**src/rtl/div_seq_if.sv**
```systemverilog
// Handshake and result bundle for the sequential divider div_seq.
// The master side drives start and the operands; the slave side returns the results and ALU flags.
interface div_seq_if #(
    parameter int M = 4
);
    logic         start;
    logic [M-1:0] A;
    logic [M-1:0] B;
    logic [M-1:0] Q;
    logic [M-1:0] R;
    logic         busy;
    logic         done;
    logic         C;
    logic         N;
    logic         V;
    logic         Z;

    modport master (
        output start, A, B,
        input  Q, R, busy, done, C, N, V, Z
    );

    modport slave (
        input  start, A, B,
        output Q, R, busy, done, C, N, V, Z
    );
endinterface

```
**src/rtl/div_seq.sv**
```systemverilog
// Restoring divider that produces one quotient bit per clock, with ALU flags C/N/V/Z.
// Define DIV_SIGNED_EN for two's-complement operands; leave it undefined for unsigned operands.
module div_seq #(
    parameter int M = 4
) (
    input  logic      clk,
    input  logic      rst_n,
    div_seq_if.slave  bus
);
    localparam int CNT_W = $clog2(M) + 1;
    localparam logic [CNT_W-1:0] LAST_CNT = CNT_W'(M - 1);

    typedef enum logic [1:0] {IDLE, DIV, FIX, DONE} state_t;

    state_t         r_state, w_state_nxt;
    logic [M-1:0]   r_rem, w_rem_nxt;
    logic [M-1:0]   r_quo, w_quo_nxt;
    logic [M-1:0]   r_dvs, w_dvs_nxt;
    logic [CNT_W-1:0] r_cnt, w_cnt_nxt;
    logic [M-1:0]   r_q, w_q_nxt;
    logic [M-1:0]   r_r, w_r_nxt;
    logic           r_c, w_c_nxt;
    logic           r_n, w_n_nxt;
    logic           r_v, w_v_nxt;
    logic           r_z, w_z_nxt;
    logic           w_load;

    // Trial subtraction is one bit wider than the operands; its top bit is the borrow.
    logic [M:0]     w_shift;
    logic [M:0]     w_trial;

`ifdef DIV_SIGNED_EN
    localparam logic [M-1:0] MIN_VAL = {1'b1, {(M-1){1'b0}}};
    logic         r_neg_a, w_neg_a_nxt;
    logic         r_neg_q, w_neg_q_nxt;
    logic [M-1:0] w_abs_a, w_abs_b;

    assign w_abs_a = bus.A[M-1] ? (-bus.A) : bus.A;
    assign w_abs_b = bus.B[M-1] ? (-bus.B) : bus.B;
`endif

    assign w_shift = {r_rem, r_quo[M-1]};
    assign w_trial = w_shift - {1'b0, r_dvs};

    always_comb begin
        w_state_nxt = r_state;
        w_rem_nxt   = r_rem;
        w_quo_nxt   = r_quo;
        w_dvs_nxt   = r_dvs;
        w_cnt_nxt   = r_cnt;
        w_q_nxt     = r_q;
        w_r_nxt     = r_r;
        w_v_nxt     = r_v;
        w_c_nxt     = r_c;
        w_n_nxt     = r_n;
        w_z_nxt     = r_z;
        w_load      = 1'b0;
`ifdef DIV_SIGNED_EN
        w_neg_a_nxt = r_neg_a;
        w_neg_q_nxt = r_neg_q;
`endif
        case (r_state)
            IDLE: begin
                if (bus.start) begin
                    if (bus.B == '0) begin
                        w_q_nxt     = '1;
                        w_r_nxt     = bus.A;
                        w_v_nxt     = 1'b1;
                        w_load      = 1'b1;
                        w_state_nxt = DONE;
`ifdef DIV_SIGNED_EN
                    end else if (bus.A == MIN_VAL && bus.B == '1) begin
                        w_q_nxt     = bus.A;
                        w_r_nxt     = '0;
                        w_v_nxt     = 1'b1;
                        w_load      = 1'b1;
                        w_state_nxt = DONE;
                    end else begin
                        w_rem_nxt   = '0;
                        w_quo_nxt   = w_abs_a;
                        w_dvs_nxt   = w_abs_b;
                        w_neg_a_nxt = bus.A[M-1];
                        w_neg_q_nxt = bus.A[M-1] ^ bus.B[M-1];
                        w_cnt_nxt   = '0;
                        w_state_nxt = DIV;
                    end
`else
                    end else begin
                        w_rem_nxt   = '0;
                        w_quo_nxt   = bus.A;
                        w_dvs_nxt   = bus.B;
                        w_cnt_nxt   = '0;
                        w_state_nxt = DIV;
                    end
`endif
                end
            end
            DIV: begin
                if (!w_trial[M]) begin
                    w_rem_nxt = w_trial[M-1:0];
                    w_quo_nxt = {r_quo[M-2:0], 1'b1};
                end else begin
                    w_rem_nxt = w_shift[M-1:0];
                    w_quo_nxt = {r_quo[M-2:0], 1'b0};
                end
                w_cnt_nxt = r_cnt + 1'b1;
                if (r_cnt == LAST_CNT) begin
                    w_state_nxt = FIX;
                end
            end
            FIX: begin
`ifdef DIV_SIGNED_EN
                w_q_nxt = r_neg_q ? (-r_quo) : r_quo;
                w_r_nxt = r_neg_a ? (-r_rem) : r_rem;
`else
                w_q_nxt = r_quo;
                w_r_nxt = r_rem;
`endif
                w_v_nxt     = 1'b0;
                w_load      = 1'b1;
                w_state_nxt = DONE;
            end
            DONE: begin
                w_state_nxt = IDLE;
            end
            default: begin
                w_state_nxt = IDLE;
            end
        endcase

        if (w_load) begin
            w_c_nxt = (w_r_nxt != '0) && !w_v_nxt;
            w_n_nxt = w_q_nxt[M-1];
            w_z_nxt = (w_q_nxt == '0);
        end
    end

    always_ff @(posedge clk or negedge rst_n) begin
        if (!rst_n) begin
            r_state <= IDLE;
            r_rem   <= '0;
            r_quo   <= '0;
            r_dvs   <= '0;
            r_cnt   <= '0;
            r_q     <= '0;
            r_r     <= '0;
            r_c     <= 1'b0;
            r_n     <= 1'b0;
            r_v     <= 1'b0;
            r_z     <= 1'b0;
`ifdef DIV_SIGNED_EN
            r_neg_a <= 1'b0;
            r_neg_q <= 1'b0;
`endif
        end else begin
            r_state <= w_state_nxt;
            r_rem   <= w_rem_nxt;
            r_quo   <= w_quo_nxt;
            r_dvs   <= w_dvs_nxt;
            r_cnt   <= w_cnt_nxt;
            r_q     <= w_q_nxt;
            r_r     <= w_r_nxt;
            r_c     <= w_c_nxt;
            r_n     <= w_n_nxt;
            r_v     <= w_v_nxt;
            r_z     <= w_z_nxt;
`ifdef DIV_SIGNED_EN
            r_neg_a <= w_neg_a_nxt;
            r_neg_q <= w_neg_q_nxt;
`endif
        end
    end

    assign bus.Q    = r_q;
    assign bus.R    = r_r;
    assign bus.C    = r_c;
    assign bus.N    = r_n;
    assign bus.V    = r_v;
    assign bus.Z    = r_z;
    assign bus.busy = (r_state != IDLE);
    assign bus.done = (r_state == DONE);
endmodule

```
**src/flat_wrapper.sv**
```systemverilog
// flat-port wrapper written by rule: the top's interface ports become plain ports
module div_seq_flat 
#(
    parameter int M = 4
)
  (clk, rst_n, bus_start, bus_A, bus_B, bus_Q, bus_R, bus_busy, bus_done, bus_C, bus_N, bus_V, bus_Z);
  div_seq_if #(.M(M)) bus_i ();
  input  logic clk;
  input  logic rst_n;
  input wire logic [$bits(bus_i.start)-1:0] bus_start;
  input wire logic [$bits(bus_i.A)-1:0] bus_A;
  input wire logic [$bits(bus_i.B)-1:0] bus_B;
  output wire logic [$bits(bus_i.Q)-1:0] bus_Q;
  output wire logic [$bits(bus_i.R)-1:0] bus_R;
  output wire logic [$bits(bus_i.busy)-1:0] bus_busy;
  output wire logic [$bits(bus_i.done)-1:0] bus_done;
  output wire logic [$bits(bus_i.C)-1:0] bus_C;
  output wire logic [$bits(bus_i.N)-1:0] bus_N;
  output wire logic [$bits(bus_i.V)-1:0] bus_V;
  output wire logic [$bits(bus_i.Z)-1:0] bus_Z;
  assign bus_i.start = bus_start;
  assign bus_i.A = bus_A;
  assign bus_i.B = bus_B;
  assign bus_Q = bus_i.Q;
  assign bus_R = bus_i.R;
  assign bus_busy = bus_i.busy;
  assign bus_done = bus_i.done;
  assign bus_C = bus_i.C;
  assign bus_N = bus_i.N;
  assign bus_V = bus_i.V;
  assign bus_Z = bus_i.Z;
  div_seq #(.M(M)) u_core (.clk(clk), .rst_n(rst_n), .bus(bus_i));
endmodule
```
**config.mk**
```make
export PLATFORM = sky130hd
export DESIGN_NAME = div_seq_flat
export DESIGN_NICKNAME = d
export VERILOG_FILES = /design/src/rtl/div_seq_if.sv /design/src/rtl/div_seq.sv /design/src/flat_wrapper.sv
export SDC_FILE = /design/constraint.sdc
export NUM_CORES = 1
export LEC_CHECK = 0
export BUFFER_PORTS_ARGS = -buffer_cell sky130_fd_sc_hd__buf_4
export CAP_MARGIN = 20
export CORE_ASPECT_RATIO = 1.5
export CORE_MARGIN = 4
export CORE_UTILIZATION = 39
export DETAILED_ROUTE_END_ITERATION = 12
export SLEW_MARGIN = 15
export SYNTH_ARGS = -nofsm -noshare
export SYNTH_HDL_FRONTEND = slang
export SYNTH_SLANG_ARGS = --single-unit
```
**constraint.sdc**
```tcl
create_clock -name clk -period 3.45 [get_ports clk]
set_clock_uncertainty 0.2 [all_clocks]
set_input_delay 0.69 -clock clk [delete_from_list [all_inputs] [get_ports clk]]
set_output_delay 0.69 -clock clk [all_outputs]
set_load 0.05 [all_outputs]
```
==> key figures, run 1 <==
Outcome
  • Status: completed

Worst setup path
  • Crit Path Max Fanout: 16
  • Max stage delay cell, worst path: ha_1
  • Worst Setup End Kind: flop
  • Max stage delay on crit path: 0.50 ns
  • R2R depth: 8
  • CP Class: flop to flop
  • R2R setup slack: 0.68 ns
  • CP cell instances: inv_1 > ha_1 > and2_1 > a22oi_2 > buf_4 > nand2b_1 > or3b_2 > o211ai_1
  • Worst R2R End: u_core.r_rem[3]
  • WP data arrival: 2.77 ns
  • CP Launch Type: flop
  • Worst R2R Start: u_core.r_state[0]
  • Req. time, crit path: 3.45 ns

Yosys
  • Synthesized net count: 174
  • Ys Warns: 0
  • #FFs+latches synth: 29
  • EDFF count, synth: 0
  • Fraction of registers with async set/reset: 100%
  • Mapped Area: 1570 um^2
  • Avg Synthesized Cell Area: 10.3 um^2
  • Sequential area share after synthesis: 46.2%
  • Library cells used by synthesis: 36
  • Top FF cell, synth: dfrtp_1
  • Post-synthesis cell count: 152

Run
  • Max-cap viol count: 0

GRT
  • Met3 Usage GRT: 4.97%
  • Met2 Track Usage GR: 26.5%
  • GRT Resource Usage Total: 16.0%
  • Largest net degree at the start of global routing: 30
  • Most Used Layer, Global Route: met2
  • Initial antenna violation count: 0
  • GRT met1 Usage: 19.1%
  • Total grt overflow: 0
  • Number of global-route vias before repair: 1288
  • First-pass GRT wire length: 6200 um

Finish
  • Synth-to-Final Area Change: 20.7%
  • Nets: 201
  • Fill cell count: 379
  • Finished Core Util: 48.3%
  • Share of cells above drive strength 1: 22.2%
  • Final instance area: 1900 um^2
  • # diodes: 0

Floorplanning
  • Die Ht: 85.7 um
  • Die footprint: 5130 um^2
  • Core ar.: 3920 um^2
  • Die X: 59.8 um
  • I/O Pins: 25
  • Initial core utilization: 40.0%
  • Num rows: 28

CTS
  • Quantity of gates resized following cts: 0
  • Skew-Pair Late Insertion Delay: 0.28 ns
  • CTS Buf Count: 5
  • Clk slew on worst S/H paths: 0.07 ns
  • Depth of the CTS H-tree: 2
  • Longest Clk Path Bufs: 2
  • CTS tree: yes
  • Clock tree sinks: 29
  • Root Buffer: clkbuf_8
  • Post-CTS setup buffer count: 0
  • Cts hold-fix bufs: 0

Drt
  • Initial DRC Count: 35
  • WL final: 3600 um
  • Drt first pass iters: 4
  • Via count: 1226
  • DRC Markers: 0
  • Post-route ant nets: 0
  • DR vias/cell: 5.45
  • Drt wl/cell: 16.0 um

STA
  • Final setup vio count: 0
  • RSZ-0062 raised after global routing: no
  • Final Max Tran Viols: 0
  • Worst-Margin Slew: 0.570 ns
  • Post-Route Setup TNS: 0 ns
  • Final period utilization: 80.3%
  • Fmax: 361 MHz
  • Relative slew slack: 61.8%
  • Period minus WS final: 2.77 ns
  • Final Hold Viols: 0

Placement
  • Hpwl dp: 2710 um
  • DP Area: 1790 um^2
  • Routability Congestion: 0.847
  • Port-buffer cells: 24

Power and ir drop
  • Overall power: 0.00203 W
  • Pwr dens: 1070 nW/um^2
  • Lkg Pwr: 0.882 nW
  • Peak supply drop: 0.581 mV

Worst hold path
  • Hold Path Class: primary input to async pin
-- cell usage after synthesis (all sizes together), types with 2 or more instances --
cell type,number,share of area [%]
dfrtp,29,46
nand2,22,5.3
o21ai,16,5.1
ha,10,8.0
inv,10,2.4
mux2i,10,6.4
a221o,8,5.1
nand3,6,1.9
a21oi,4,1.3
clkbuf,4,0.96
a22o,3,1.7
nand2b,3,1.2
nor2,3,0.72
and2,2,0.80
mux2,2,1.4
nor4,2,2.2
o21a,2,0.96
-- sequential cells by signal, indices dropped and copies added, names as in the netlist --
name and flops:
u_core.r_quo 4, u_core.bus.C 1, u_core.r_rem 4, u_core.bus.R 4, u_core.bus.V 1, u_core.bus.Q 4, u_core.r_cnt 3, u_core.r_dvs 4
u_core.bus.Z 1, u_core.r_state 2, u_core.bus.N 1
-- critical path, delay by kind of cell (launching register included) --
family	cells	cell delay (ns)
AND/OR/NAND/NOR	3	1.10
buffers and inverters	2	0.30
adder cells (fa/ha/maj)	1	0.50
AO/OA/AOI/OAI	2	0.18
flip-flops	1	0.40
-- per-layer routing --
| layer | vias up | wire length [um] |
|---|---|---|
| li1 | 598 | - |
| met1 | 594 | 1500 |
| met2 | 30 | 1870 |
| met3 | 4 | 188 |
| met4 | 0 | 38 |
| met5 | - | 0 |
-- cell families after synthesis --
logic type                 count (synthesis)  synth area share [%]
and+or+nand+nor                           44                  14.7
AOI/OAI and AO/OA                         39                  17.3
DFF                                       29                  46.2
buffers and inverters                     15                  3.67
muxes                                     12                  7.81
adders and majority gates                 11                  9.24
xor gates and xnor gates                   2                  1.12
-- metrics by stage --
step / setup WS, ns / std cells / hold WS, ns
floorplan: 1.06 / 152 / 0.194
global placement: 0.746 / 217 / 0.265
detailed placement: 0.706 / 217 / 0.271
CTS: 0.697 / 225 / 0.131
global route: 0.512 / 225 / 0.143
finish: 0.678 / 225 / 0.122
-- how the worst max path moves through the flow --
stage                                  to  cells past startpoint  slack, ns         startpoint
after global placement    u_core.r_rem[3]                      8       0.75  u_core.r_state[0]
after global routing      u_core.r_rem[3]                      8       0.51  u_core.r_state[1]
after CTS                 u_core.r_rem[3]                      8       0.70  u_core.r_state[0]
after floorplan           u_core.r_rem[0]                      9       1.06    u_core.r_quo[3]
final                     u_core.r_rem[3]                      8       0.68  u_core.r_state[0]
after detailed placement  u_core.r_rem[3]                      8       0.71  u_core.r_state[0]
-- report_power, final --
group	internal [W]	leakage [nW]	total [W]	switching [W]
Sequential	0.000481	0.375	0.000602	0.000121
Clock	0.000180	0.0542	0.000309	0.000129
Combinational	0.000440	0.454	0.00112	0.000678
Total	0.00110	0.882	0.00203	0.000927
-- cells in the final DEF, fill, tap and decap left out, types with 2 or more instances in the layout --
cell type / n
buf_4: 25
a221o_1: 8
inv_1: 10
mux2i_1: 10
nand2_1: 22
mux2_2: 2
nand3_1: 6
o21ai_0: 15
clkbuf_8: 7
a22o_1: 3
dfrtp_1: 29
nand2b_1: 3
o21a_1: 2
nor2_1: 3
a21oi_1: 4
ha_1: 10
-- area by class of cell --
class | count | area (um^2) | share of cell area, %
clock buffers | 7 | 96.3 | 5.08
clock inverters | 1 | 5.00 | 0.264
inverters | 10 | 37.5 | 1.98
multi-input cells | 108 | 787 | 41.5
flip-flops and latches | 29 | 726 | 38.3
well taps | 45 | 56.3 | 2.97
repair buffers | 25 | 188 | 9.90
Note: power is estimated with default switching activity, not from simulation.
==> run 2, diff against run 1 <==
- clock period: 3.45 -> 2.55 ns (I/O delays scaled with it)
==> key figures, run 2 (same netlist as run 1, synthesis figures left out) <==
Outcome
  • Status: completed

STA
  • Post-Route Setup TNS: 0 ns
  • Relative slew slack: 70.2%
  • Final Max Tran Viols: 0
  • Final setup vio count: 0
  • Final Hold Viols: 0
  • Period minus WS final: 2.40 ns
  • Final period utilization: 94.0%
  • RSZ-0062 raised after global routing: no
  • Worst-Margin Slew: 0.443 ns
  • Fmax: 417 MHz

Floorplanning
  • Die Ht: 85.7 um
  • Initial core utilization: 40.0%
  • I/O Pins: 25
  • Die footprint: 5130 um^2
  • Num rows: 28
  • Die X: 59.8 um
  • Core ar.: 3920 um^2

CTS
  • Clock tree sinks: 29
  • Post-CTS setup buffer count: 0
  • Skew-Pair Late Insertion Delay: 0.29 ns
  • CTS Buf Count: 5
  • Depth of the CTS H-tree: 2
  • Root Buffer: clkbuf_8
  • CTS tree: yes
  • Longest Clk Path Bufs: 2
  • Clk slew on worst S/H paths: 0.06 ns

GRT
  • Total grt overflow: 0
  • Initial antenna violation count: 0
  • Number of global-route vias before repair: 1313
  • First-pass GRT wire length: 6050 um
  • Largest net degree at the start of global routing: 30
  • GRT Resource Usage Total: 15.9%

Finish
  • Nets: 207
  • # diodes: 0
  • Share of cells above drive strength 1: 25.8%
  • Synth-to-Final Area Change: 23.7%
  • Commonest non-fill, non-tap cell in the layout: buf_4
  • Fill cell count: 378
  • Most frequent cells in the layout: buf_4 (30), dfrtp_1 (29), nand2_1 (22)

Drt
  • Via count: 1277
  • Initial DRC Count: 42
  • DRC Markers: 0
  • WL final: 3630 um
  • DR vias/cell: 5.53
  • Drt first pass iters: 4
  • Post-route ant nets: 0
  • Drt wl/cell: 15.7 um

Power and ir drop
  • Overall power: 0.00282 W
  • Pwr dens: 1450 nW/um^2
  • Peak supply drop: 0.806 mV
  • Lkg Pwr: 0.909 nW

Worst setup path
  • CP cell instances: inv_1 > ha_1 > inv_1 > fa_2 > a21o_1 > a21oi_2 > xnor2_2 > or3b_2 > o211ai_1
  • Max stage delay on crit path: 0.47 ns
  • CP dominant cell by count: inv_1
  • Req. time, crit path: 2.55 ns
  • Top delay family on crit path: adder cells
  • Worst Setup End Kind: flop
  • CP Class: flop to flop
  • WP buf/inv: 2
  • Crit Path Max Fanout: 5
  • WP data arrival: 2.40 ns
  • CP Launch Type: flop
  • Max stage delay cell, worst path: or3b_2

Placement
  • Hpwl dp: 2790 um
  • Routability Congestion: 0.775
  • Port-buffer cells: 24

Run
  • Max-cap viol count: 0

Worst hold path
  • Hold Path Class: flop to flop
[run 2: where the power goes]
part / internal [W] / switching (W) / total, W / leakage [nW]
sequential: 0.000651 / 0.000161 / 0.000811 / 0.375
clock: 0.000188 / 0.000185 / 0.000372 / 0.0439
combinational: 0.000681 / 0.000952 / 0.00163 / 0.490
[run 2: metrics by stage]
stage	utilization [%]	worst slack, ns	cell area, um^2	cells	hold slack (ns)
global route	49.5	0.00483	1940	231	0.292
floorplan	-	0.160	1570	152	0.0144
detailed placement	46.7	0.0300	1830	222	0.258
global placement	46.7	0.162	1830	222	0.251
CTS	49.1	0.0253	1930	231	0.284
finish	49.5	0.154	1940	231	0.282
[run 2: layout make-up]
class / count / area [um^2] / share of cell area [%]
inverter: 10 / 37.5 / 1.93
tap: 45 / 56.3 / 2.90
clock inverter: 3 / 17.5 / 0.902
sequential: 29 / 726 / 37.4
timing repair buffer: 31 / 235 / 12.1
multi-input combinational: 108 / 801 / 41.2
clock buffer: 5 / 68.8 / 3.54
[run 2: repair_timing]
action / CTS / global route
endpoints found under the setup margin: 0 / 5
endpoints found under the hold margin: 29 / 0
resized for setup: 0 / 3
hold buffers: 1 / 0
[run 2: worst paths after layout]
| check | to | start | slack, ns | cells past startpoint |
|---|---|---|---|---|
| min in group asynchronous | u_core.r_state[0] | rst_n | 0.48 | 2 |
| worst max register to register | u_core.r_rem[3] | u_core.r_quo[3] | 0.15 | 9 |
| worst min-delay path | u_core.bus.Z | u_core.bus.Z | 0.28 | 2 |
| max in group asynchronous | u_core.r_dvs[3] | rst_n | 1.39 | 2 |
| worst min register to register | u_core.bus.Z | u_core.bus.Z | 0.28 | 2 |
| worst max-delay path | u_core.r_rem[3] | u_core.r_quo[3] | 0.15 | 9 |
[run 2: tightest hold or removal path: stages, from the launching register on]
cell and delay (ns):
dfrtp_1 0.34, nand2_1 0.05, o31ai_1 0.06
[run 2: routing by layer]
| metal | share of wire [%] | track usage [%] | wire length [um] |
|---|---|---|---|
| met4 | 3.3 | 7.26 | 118 |
| met5 | 0 | 0 | 0 |
| met1 | 39 | 17.3 | 1400 |
| met2 | 51 | 27.4 | 1850 |
| met3 | 7.1 | 4.82 | 257 |
==> run 3, diff against run 2 <==
==> constraint.sdc (replaced) <==
create_clock -name clk -period 2.55 [get_ports clk]
set_clock_uncertainty 0.2 [all_clocks]
set_input_delay 0.255 -clock clk [delete_from_list [all_inputs] [get_ports clk]]
set_output_delay 0.255 -clock clk [all_outputs]
set_load 0.05 [all_outputs]
==> key figures, run 3 (same netlist as run 1, synthesis figures left out) <==
Outcome
  • Status: completed

Power and ir drop
  • Int Pwr: 0.00155 W
  • Net Switching: 0.00131 W
  • Switching Share: 45.7%
  • Logic gate share of total power: 58.7%
  • Overall power: 0.00285 W
  • Pwr dens: 1450 nW/um^2
  • Lkg Pwr: 0.927 nW
  • Peak supply drop: 0.779 mV
  • Sequential power share: 28.2%
  • Clock share of power: 13.1%

CTS
  • CTS tree: yes
  • Depth of the CTS H-tree: 2
  • Clk slew on worst S/H paths: 0.06 ns
  • Root Buffer: clkbuf_8
  • Clock tree sinks: 29
  • Skew-Pair Late Insertion Delay: 0.28 ns
  • CTS Buf Count: 5
  • Longest Clk Path Bufs: 2

Run
  • Max-cap viol count: 0

Worst setup path
  • Worst R2R Start: u_core.r_quo[3]
  • Crit Path Max Fanout: 4
  • Worst R2R End: u_core.r_rem[3]
  • WP data arrival: 2.43 ns
  • Req. time, crit path: 2.55 ns
  • CP Class: flop to flop
  • Worst Setup End Kind: flop
  • R2R setup slack: 0.12 ns
  • R2R depth: 9
  • CP Launch Type: flop

Drt
  • Drt first pass iters: 4
  • Metal2 WL: 2010 um
  • Via count: 1274
  • Max layer used: met4
  • DRC Markers: 0
  • WL met3: 192 um
  • Drt wl/cell: 15.9 um
  • Post-route ant nets: 0
  • DR vias/cell: 5.42
  • WL met1: 1460 um
  • WL final: 3730 um
  • Initial DRC Count: 45

Placement
  • Port-buffer cells: 24
  • Hpwl dp: 2810 um
  • Pre-CTS setup slack: 0.0353 ns
  • Routability Congestion: 0.800

STA
  • Final Hold Viols: 0
  • Relative slew slack: 67.9%
  • Period minus WS final: 2.43 ns
  • RSZ-0062 raised after global routing: no
  • Post-Route Setup TNS: 0 ns
  • Final setup vio count: 0
  • Final worst setup slack: 0.119 ns
  • Min Hold Slack: 0.0382 ns
  • Worst-Margin Slew: 0.476 ns
  • Fmax: 411 MHz
  • Final period utilization: 95.3%
  • Final Max Tran Viols: 0

Floorplanning
  • Core ar.: 3920 um^2
  • I/O Pins: 25
  • Initial core utilization: 40.0%
  • Num rows: 28
  • Die Ht: 85.7 um
  • Die X: 59.8 um
  • Die footprint: 5130 um^2

GRT
  • Initial antenna violation count: 0
  • Largest net degree at the start of global routing: 30
  • Total grt overflow: 0
  • GRT Resource Usage Total: 16.3%
  • First-pass GRT wire length: 6220 um
  • Number of global-route vias before repair: 1353

Worst hold path
  • Hold Path Class: primary input to flop
  • Hold path depth: 2
  • HP Start: bus_B[3]
  • Hold path endpoint: u_core.r_dvs[3]

Finish
  • # diodes: 0
  • Share of cells above drive strength 1: 27.4%
  • Most frequent cells in the layout: buf_4 (34), dfrtp_1 (29), nand2_1 (22)
  • Nets: 211
  • Synth-to-Final Area Change: 25.6%
  • Commonest non-fill, non-tap cell in the layout: buf_4
  • Fill cell count: 374
run 3: cell type report:
cell class,instances,area [um^2],share of cell area (%)
tap,45,56.3,2.86
clock inverter,3,17.5,0.888
clock buffer,5,68.8,3.49
sequential,29,726,36.8
multi-input combinational,108,801,40.6
timing repair buffer,35,265,13.5
inverter,10,37.5,1.90
run 3: repair_timing:
action,CTS,global route
gates resized for setup,0,3
setup endpoints to repair,0,5
endpoints found under the hold margin,29,0
hold buffers,1,0
setup buffers,0,4
run 3: worst max-delay path by stage:
stage	slack, ns	end	depth (start not counted)	start
after floorplan	0.16	u_core.r_rem[0]	9	u_core.r_quo[3]
after CTS	0.02	u_core.r_rem[1]	10	u_core.r_quo[3]
after detailed placement	0.04	u_core.r_rem[0]	9	u_core.r_quo[3]
after global routing	0.02	u_core.r_rem[1]	10	u_core.r_quo[3]
final	0.12	u_core.r_rem[3]	9	u_core.r_quo[3]
after global placement	0.17	u_core.r_rem[3]	9	u_core.r_quo[3]
run 3: power by group through the flow:
stage	registers, W	clock network, W	logic (W)
after floorplan	0.00101	0	0.000922
after global placement	0.000808	0	0.00155
after detailed placement	0.000815	0	0.00159
after CTS	0.000808	0.000389	0.00160
after global routing	0.000834	0.000413	0.00184
final	0.000805	0.000374	0.00167
run 3: metal layers:
| metal | vias to the layer above | global-route usage [%] |
|---|---|---|
| met3 | 7 | 4.22 |
| met5 | - | 0 |
| met1 | 614 | 17.2 |
| li1 | 618 | - |
| met2 | 35 | 29.4 |
| met4 | 0 | 6.65 |
run 3: critical path, cell delays in order (launching register included):
cell and delay (ns):
dfrtp_1 0.41, inv_1 0.09, ha_1 0.17, inv_1 0.06, fa_2 0.35, a21o_1 0.17, a21oi_2 0.20, xnor2_2 0.13
or3b_2 0.48, o211ai_1 0.10
run 3: through the flow:
| stage | instance area, um^2 | utilization, % | cells |
|---|---|---|---|
| 6_report | 1970 | 50.3 | 235 |
| 5_1_grt | 1970 | 50.3 | 235 |
| 4_1_cts | 1930 | 49.1 | 231 |
| 3_5_place_dp | 1830 | 46.7 | 222 |
| 3_3_place_gp | 1830 | 46.7 | 222 |
| 2_1_floorplan | 1570 | - | 152 |
